## src/rtl/iterative_multiplier.sv

```systemverilog
// iterative_multiplier
//
// Multi-cycle multiplier / multiply-accumulate unit with a start/busy/done
// handshake. The unit retires BPC multiplier bits per cycle (LSB first) into a
// 2*WIDTH accumulator. It then spends one finishing cycle that applies the
// product sign and adds the accumulate operand.
//
// Parameters:
//   WIDTH  operand width (must be divisible by BPC)
//   BPC    multiplier bits retired per RUN cycle (1, 2 or 4)
//
// Ports:
//   clk      clock, all state changes on the rising edge
//   reset    synchronous, active-high reset
//   start    operation request, accepted only when busy=0
//   op_type  operation: 0 MUL, 1 MLA, 2 UMULL, 3 UMLAL, 4 SMULL, 5 SMLAL,
//            6/7 behave as MUL. The name "type" is a reserved SystemVerilog
//            keyword, so the port is called op_type.
//   a, b     multiplicand, multiplier
//   c, d     accumulate low / high words
//   busy     operation in progress (RUN or FIN)
//   done     one-cycle pulse, result valid
//   result   2*WIDTH product or accumulated value
//   n, z     sign / zero of result at operation width
//
// Optional feature:
//   MUL_EARLY_TERM_EN  when defined, RUN ends as soon as the remaining
//                      unretired multiplier magnitude bits are all zero.

module iterative_multiplier #(
  parameter int WIDTH = 32,
  parameter int BPC   = 2
) (
  input  logic               clk,
  input  logic               reset,
  input  logic               start,
  input  logic [2:0]         op_type,
  input  logic [WIDTH-1:0]   a,
  input  logic [WIDTH-1:0]   b,
  input  logic [WIDTH-1:0]   c,
  input  logic [WIDTH-1:0]   d,
  output logic               busy,
  output logic               done,
  output logic [2*WIDTH-1:0] result,
  output logic               n,
  output logic               z
);

  localparam int N  = WIDTH / BPC;
  localparam int CW = $clog2(N + 1);

  typedef enum logic [1:0] {
    IDLE,
    RUN,
    FIN,
    DONE
  } state_t;

  state_t state;

  // Operation context captured at start
  logic [2*WIDTH-1:0] mcand;
  logic [WIDTH-1:0]   mplier;
  logic [2*WIDTH-1:0] acc;
  logic [2*WIDTH-1:0] addend;
  logic               neg;
  logic               is_long;
  logic [CW-1:0]      cnt;

  // Decode of the incoming request
  logic               start_signed;
  logic               start_long;
  logic [WIDTH-1:0]   mag_a;
  logic [WIDTH-1:0]   mag_b;
  logic [2*WIDTH-1:0] start_addend;

  // Datapath helpers
  logic [2*WIDTH-1:0] step_sum;
  logic               last_run;
  logic [2*WIDTH-1:0] signed_prod;
  logic [2*WIDTH-1:0] fin_sum;
  logic [2*WIDTH-1:0] fin_result;
  logic               fin_n;
  logic               fin_z;

  // Decode the requested operation. The signed types turn the operands into
  // magnitudes so the RUN loop is always an unsigned shift-and-add. The sign
  // is reapplied in FIN.
  always_comb begin
    start_signed = 1'b0;
    start_long   = 1'b0;
    start_addend = '0;
    case (op_type)
      3'd1: start_addend = {{WIDTH{1'b0}}, c};
      3'd2: start_long   = 1'b1;
      3'd3: begin
        start_long   = 1'b1;
        start_addend = {d, c};
      end
      3'd4: begin
        start_long   = 1'b1;
        start_signed = 1'b1;
      end
      3'd5: begin
        start_long   = 1'b1;
        start_signed = 1'b1;
        start_addend = {d, c};
      end
      default: begin
        start_long   = 1'b0;
        start_signed = 1'b0;
        start_addend = '0;
      end
    endcase
    mag_a = (start_signed && a[WIDTH-1]) ? (~a + 1'b1) : a;
    mag_b = (start_signed && b[WIDTH-1]) ? (~b + 1'b1) : b;
  end

  // One RUN step: add the shifted multiplicand for every set multiplier bit in
  // the current BPC-bit group. The multiplicand register is pre-shifted each
  // cycle, so bit i of the group only needs a further shift by i.
  always_comb begin
    step_sum = acc;
    for (int i = 0; i < BPC; i++) begin
      if (mplier[i]) begin
        step_sum = step_sum + (mcand << i);
      end
    end
  end

  // Decide whether this RUN cycle is the last one.
  always_comb begin
`ifdef MUL_EARLY_TERM_EN
    last_run = (cnt == CW'(N - 1)) || ((mplier >> BPC) == '0);
`else
    last_run = (cnt == CW'(N - 1));
`endif
  end

  // Finishing arithmetic: apply the product sign, add the accumulate operand
  // (mod 2^(2*WIDTH)), then mask to operation width for the 32-bit types.
  always_comb begin
    signed_prod = neg ? (~acc + 1'b1) : acc;
    fin_sum     = signed_prod + addend;
    if (is_long) begin
      fin_result = fin_sum;
      fin_n      = fin_sum[2*WIDTH-1];
    end else begin
      fin_result = {{WIDTH{1'b0}}, fin_sum[WIDTH-1:0]};
      fin_n      = fin_sum[WIDTH-1];
    end
    fin_z = (fin_result == '0);
  end

  // Control FSM with registered handshake outputs. busy is high while the
  // state is RUN or FIN. done is high only in DONE. A start seen in DONE
  // is accepted exactly as in IDLE, which gives back-to-back operation.
  always_ff @(posedge clk) begin
    if (reset) begin
      state   <= IDLE;
      busy    <= 1'b0;
      done    <= 1'b0;
      result  <= '0;
      n       <= 1'b0;
      z       <= 1'b0;
      mcand   <= '0;
      mplier  <= '0;
      acc     <= '0;
      addend  <= '0;
      neg     <= 1'b0;
      is_long <= 1'b0;
      cnt     <= '0;
    end else begin
      case (state)
        IDLE, DONE: begin
          done <= 1'b0;
          if (start) begin
            mcand   <= {{WIDTH{1'b0}}, mag_a};
            mplier  <= mag_b;
            acc     <= '0;
            addend  <= start_addend;
            neg     <= start_signed && (a[WIDTH-1] ^ b[WIDTH-1]);
            is_long <= start_long;
            cnt     <= '0;
            busy    <= 1'b1;
            state   <= RUN;
          end else begin
            busy  <= 1'b0;
            state <= IDLE;
          end
        end
        RUN: begin
          acc    <= step_sum;
          mcand  <= mcand << BPC;
          mplier <= mplier >> BPC;
          cnt    <= cnt + CW'(1);
          if (last_run) begin
            state <= FIN;
          end
        end
        FIN: begin
          result <= fin_result;
          n      <= fin_n;
          z      <= fin_z;
          busy   <= 1'b0;
          done   <= 1'b1;
          state  <= DONE;
        end
        default: begin
          busy  <= 1'b0;
          done  <= 1'b0;
          state <= IDLE;
        end
      endcase
    end
  end

endmodule
```

## config.mk

```make
export PLATFORM = sky130hd
export DESIGN_NAME = iterative_multiplier
export DESIGN_NICKNAME = d
export VERILOG_FILES = /design/src/rtl/iterative_multiplier.sv
export SDC_FILE = /design/constraint.sdc
export NUM_CORES = 1
export LEC_CHECK = 0
export CORE_AREA = 8 8 238 240
export CTS_BUF_LIST = sky130_fd_sc_hd__clkbuf_4
export CTS_CLUSTER_SIZE = 12
export DETAILED_ROUTE_END_ITERATION = 12
export DIE_AREA = 0 0 246 248
export GPL_TIMING_DRIVEN = 0
export PLACE_DENSITY = 0.7
export SETUP_SLACK_MARGIN = 0.5
export SYNTH_ARGS = -nofsm -noshare
export SYNTH_HDL_FRONTEND = slang
export SYNTH_SLANG_ARGS = --single-unit
```

## constraint.sdc

```tcl
create_clock -name clk -period 8.22 [get_ports clk]
set_input_delay 1.233 -clock clk [delete_from_list [all_inputs] [get_ports clk]]
set_output_delay 1.233 -clock clk [all_outputs]
set_load 0.02 [all_outputs]
```

==> run metrics <==
status finished clean; Worst Setup Start Kind flip-flop; Main synth FF type sky130_fd_sc_hd__dfxtp_1; Die X roughly 250 um; clock latency on the worst-skew pair 0.90 ns; instance count after placement with tap cells included roughly 4,400; maximum fanout count along the critical path 7; Critical Path AT approximately 7.7 ns; classification of the worst-slack hold path flip-flop to flip-flop; routability cong. 1.00; worst slew margin relative to its limit 0.0832; number of enable flip-flop cells after synthesis 0; number of warnings reported in the yosys synthesis log 0; total count of hold-check failures in the final report 0; adder-cell share of the synthesized area 0.0999; syn_nets 3,841; XOR/XNOR share of the synthesized area 0.0978; crit path from acc[0]$_SDFFE_PP0P_; post-route clock period utilization 0.847; main combinational cell family by area after synthesis compound AO/OA/AOI/OAI gates; Max rail drop VDD 143 uV; minimum period implied by the final worst setup slack just under 7 ns; number of buffers inserted for hold repair after clock tree synthesis 0; Total Negative Setup Slacks 0 ns; critical path required time roughly 9 ns; setup bufs post-CTS 0; pin count of the biggest net entering global routing 15; Seq/Total Area, Yosys 0.231; number of resized instances in the post-cts repair step 0; Starting Density 0.493; number of DRC markers after the initial detailed-route iteration 2,570; cell count of the worst reg-to-reg path 25; vias post-DR 28,231; Hold Crit Endpoint mplier[10]$_SDFFE_PP0P_; routed wire length per instance 21.9 um; summed instance area of the synthesized netlist 26,100 um2; simple-gate portion of the synthesized area 0.215; total of endpoints with negative setup slack in the final report 0; Ports 202; height of the die 248 um; Seq cells post-synth 301; clock sinks between 300 and 400; CP Class flip-flop to flip-flop; maxcap violations 0; CTS Buffer Depth 3; buffer type at the clock tree root sky130_fd_sc_hd__clkbuf_4; total half-perimeter wirelength after legalization and detailed placement 78,200 um; setup repair after global routing missed its margin no; initial antenna violation count 2; Reg-to-Reg End acc[63]$_SDFFE_PP0P_; Cells after Synth ~3,500; post-route DRC violation count 0; Setup Skew 0.0702 ns; Power per Cell Area 206 nW/um2; leakage 12.2 nW; proportion of netlist area held by the largest area contributor 0.231; remaining global-route overflow 0; portion of netlist area occupied by mux cells 0.0525; input/output buffers 200; average cell area after synthesis between 7 and 8 um2; start point of the worst min-delay path mplier[10]$_SDFFE_PP0P_; Layout Cells excl Fill 4,559; final count of pins violating max slew 0; Compound-Gate Fraction of Synth Area 0.265; slew of the pin with the lowest slew margin 1.36 ns; distinct cell type count after synthesis 75; die area roughly 61,000 um2; Layout Nets ~4,100; Yosys top cell by area sky130_fd_sc_hd__dfxtp_1; share of layout cells above drive strength 1 0.0586; Cells on Worst Hold Path 2; mean number of vias per cell about 6.2; area of the multi-input gates ~19,000 um2; Pre-Repair DR Iteration Count 7; H-tree depth 3; asr flop ratio synth 0; register clock-pin slew on the reported worst setup and hold paths 0.07 ns; core occupancy in the finished layout 0.569; final wirelength around 100,000 um; wire length of the first global-routing pass 152,000 um; CP endpoint kind flip-flop; cells taking the most area after synthesis sky130_fd_sc_hd__dfxtp_1 23%, sky130_fd_sc_hd__ha_1 9.8%, sky130_fd_sc_hd__xnor2_1 6.5%, sky130_fd_sc_hd__a21oi_1 6.2%, sky130_fd_sc_hd__nand2_1 5.7%; worst setup slack for register-to-register paths 1.26 ns; remaining number of nets flagged by the antenna check after routing 0; number of buffers inserted during clock tree synthesis 87; Cell Rows 85; total global-route track usage 0.316; total core area 53,100 um2; Total Power Consumption 6.22 mW; RR Startpoint acc[0]$_SDFFE_PP0P_; Fill cells 5,133; FF+latch area 6030 um2; layout overhead on the synthesized area 15.5%; vias in the first global route 26,500; maximum achievable frequency 144 MHz; CTS tree yes
## where the power goes
group          internal [mW]  switching, mW
combinational          0.885           1.96
clock                  0.779          0.752
sequential              1.64          0.203
total                   3.30           2.92
## how the worst max path moves through the flow
stage,to,slack [ns],cells after the start
floorplan,acc[63]$_SDFFE_PP0P_,2.47,25
global placement,acc[61]$_SDFFE_PP0P_,0.54,23
detailed placement,acc[63]$_SDFFE_PP0P_,1.38,25
CTS,acc[63]$_SDFFE_PP0P_,1.35,25
global route,acc[63]$_SDFFE_PP0P_,0.92,25
finish,acc[63]$_SDFFE_PP0P_,1.26,25
## Yosys cell counts (all sizes together), types with 14 or more instances
library cell,number
a211oi,31
a21o,89
a21oi,323
a221oi,31
a22oi,85
a31oi,53
and2,17
and3,24
buf,17
clkbuf,189
dfxtp,301
ha,204
inv,68
mux2,57
mux2i,73
nand2,395
nand2b,57
nand3,114
nand4,62
nor2,339
nor2b,15
nor3,64
nor4,24
o211ai,29
o21a,25
o21ai,226
o21bai,27
o31ai,50
o41ai,14
or3,38
or4,21
xnor2,194
xor2,98
## final cells by class
class / count / share of cell area
diodes: 4 / 0.000332
plain buffers: 206 / 0.0257
clock buffers: 127 / 0.0316
clock inverters: 31 / 0.00655
inverters: 68 / 0.00846
multi-input cells: 2925 / 0.632
flip-flops and latches: 301 / 0.200
well taps: 696 / 0.0289
repair buffers: 201 / 0.0665
## cell usage in the layout (no fill, tap or decap), types with 73 or more instances in the layout
cell,instances
sky130_fd_sc_hd__ha_1,204
sky130_fd_sc_hd__nand2_1,395
sky130_fd_sc_hd__xor2_1,98
sky130_fd_sc_hd__nand3_1,114
sky130_fd_sc_hd__o21ai_0,223
sky130_fd_sc_hd__xnor2_1,194
sky130_fd_sc_hd__clkbuf_1,189
sky130_fd_sc_hd__clkbuf_4,127
sky130_fd_sc_hd__clkdlybuf4s50_1,200
sky130_fd_sc_hd__a22oi_1,85
sky130_fd_sc_hd__a21o_1,89
sky130_fd_sc_hd__a21oi_1,323
sky130_fd_sc_hd__dfxtp_1,301
sky130_fd_sc_hd__mux2i_1,73
sky130_fd_sc_hd__nor2_1,339
## registers in the layout (all words and copies together), names as in the netlist, 2 cells and up
register / flops
acc: 64
addend: 64
mcand: 64
result: 64
mplier: 32
cnt: 5
state: 2
## through the flow
step,setup slack [ns],hold slack (ns),area (um2)
floorplan,2.47,0.444,26100
global placement,0.540,0.452,29000
detailed placement,1.38,0.458,29000
CTS,1.35,0.471,30200
global route,0.915,0.484,30200
finish,1.26,0.470,30200
## critical path, cell delays in order (launching register included)
cell	delay (ns)
sky130_fd_sc_hd__dfxtp_1	0.54
sky130_fd_sc_hd__ha_1	0.27
sky130_fd_sc_hd__inv_1	0.06
sky130_fd_sc_hd__fa_1	0.39
sky130_fd_sc_hd__nand2b_1	0.16
sky130_fd_sc_hd__o2bb2ai_1	0.18
sky130_fd_sc_hd__a211o_1	0.38
sky130_fd_sc_hd__and3_1	0.22
sky130_fd_sc_hd__o31ai_1	0.38
sky130_fd_sc_hd__a21oi_1	0.16
sky130_fd_sc_hd__o21ai_0	0.22
sky130_fd_sc_hd__xor2_1	0.09
sky130_fd_sc_hd__mux2_2	0.33
sky130_fd_sc_hd__ha_1	0.29
sky130_fd_sc_hd__clkbuf_1	0.25
sky130_fd_sc_hd__and3_1	0.25
sky130_fd_sc_hd__nand2_1	0.10
sky130_fd_sc_hd__or3_1	0.37
sky130_fd_sc_hd__or3_1	0.35
sky130_fd_sc_hd__o21a_1	0.28
sky130_fd_sc_hd__o31ai_1	0.52
sky130_fd_sc_hd__nor3_1	0.12
sky130_fd_sc_hd__a211o_1	0.33
sky130_fd_sc_hd__mux2_2	0.28
sky130_fd_sc_hd__a41oi_1	0.17
sky130_fd_sc_hd__a221oi_1	0.10
## kinds of logic after synthesis
| kind of cell | after synthesis |
|---|---|
| adder cells (fa/ha/maj) | 207 |
| multiplexers | 130 |
| flip-flops | 301 |
| AO/OA/AOI/OAI | 1085 |
| buffers and inverters | 274 |
| XOR/XNOR | 292 |
| AND/OR/NAND/NOR | 1211 |
## per-layer routing
layer / share of wire / global-route usage
met4: 0.043 / 0.142
met3: 0.090 / 0.0522
met1: 0.43 / 0.418
met2: 0.44 / 0.500
met5: 0 / 0
Note: power is estimated with default switching activity, not from simulation.
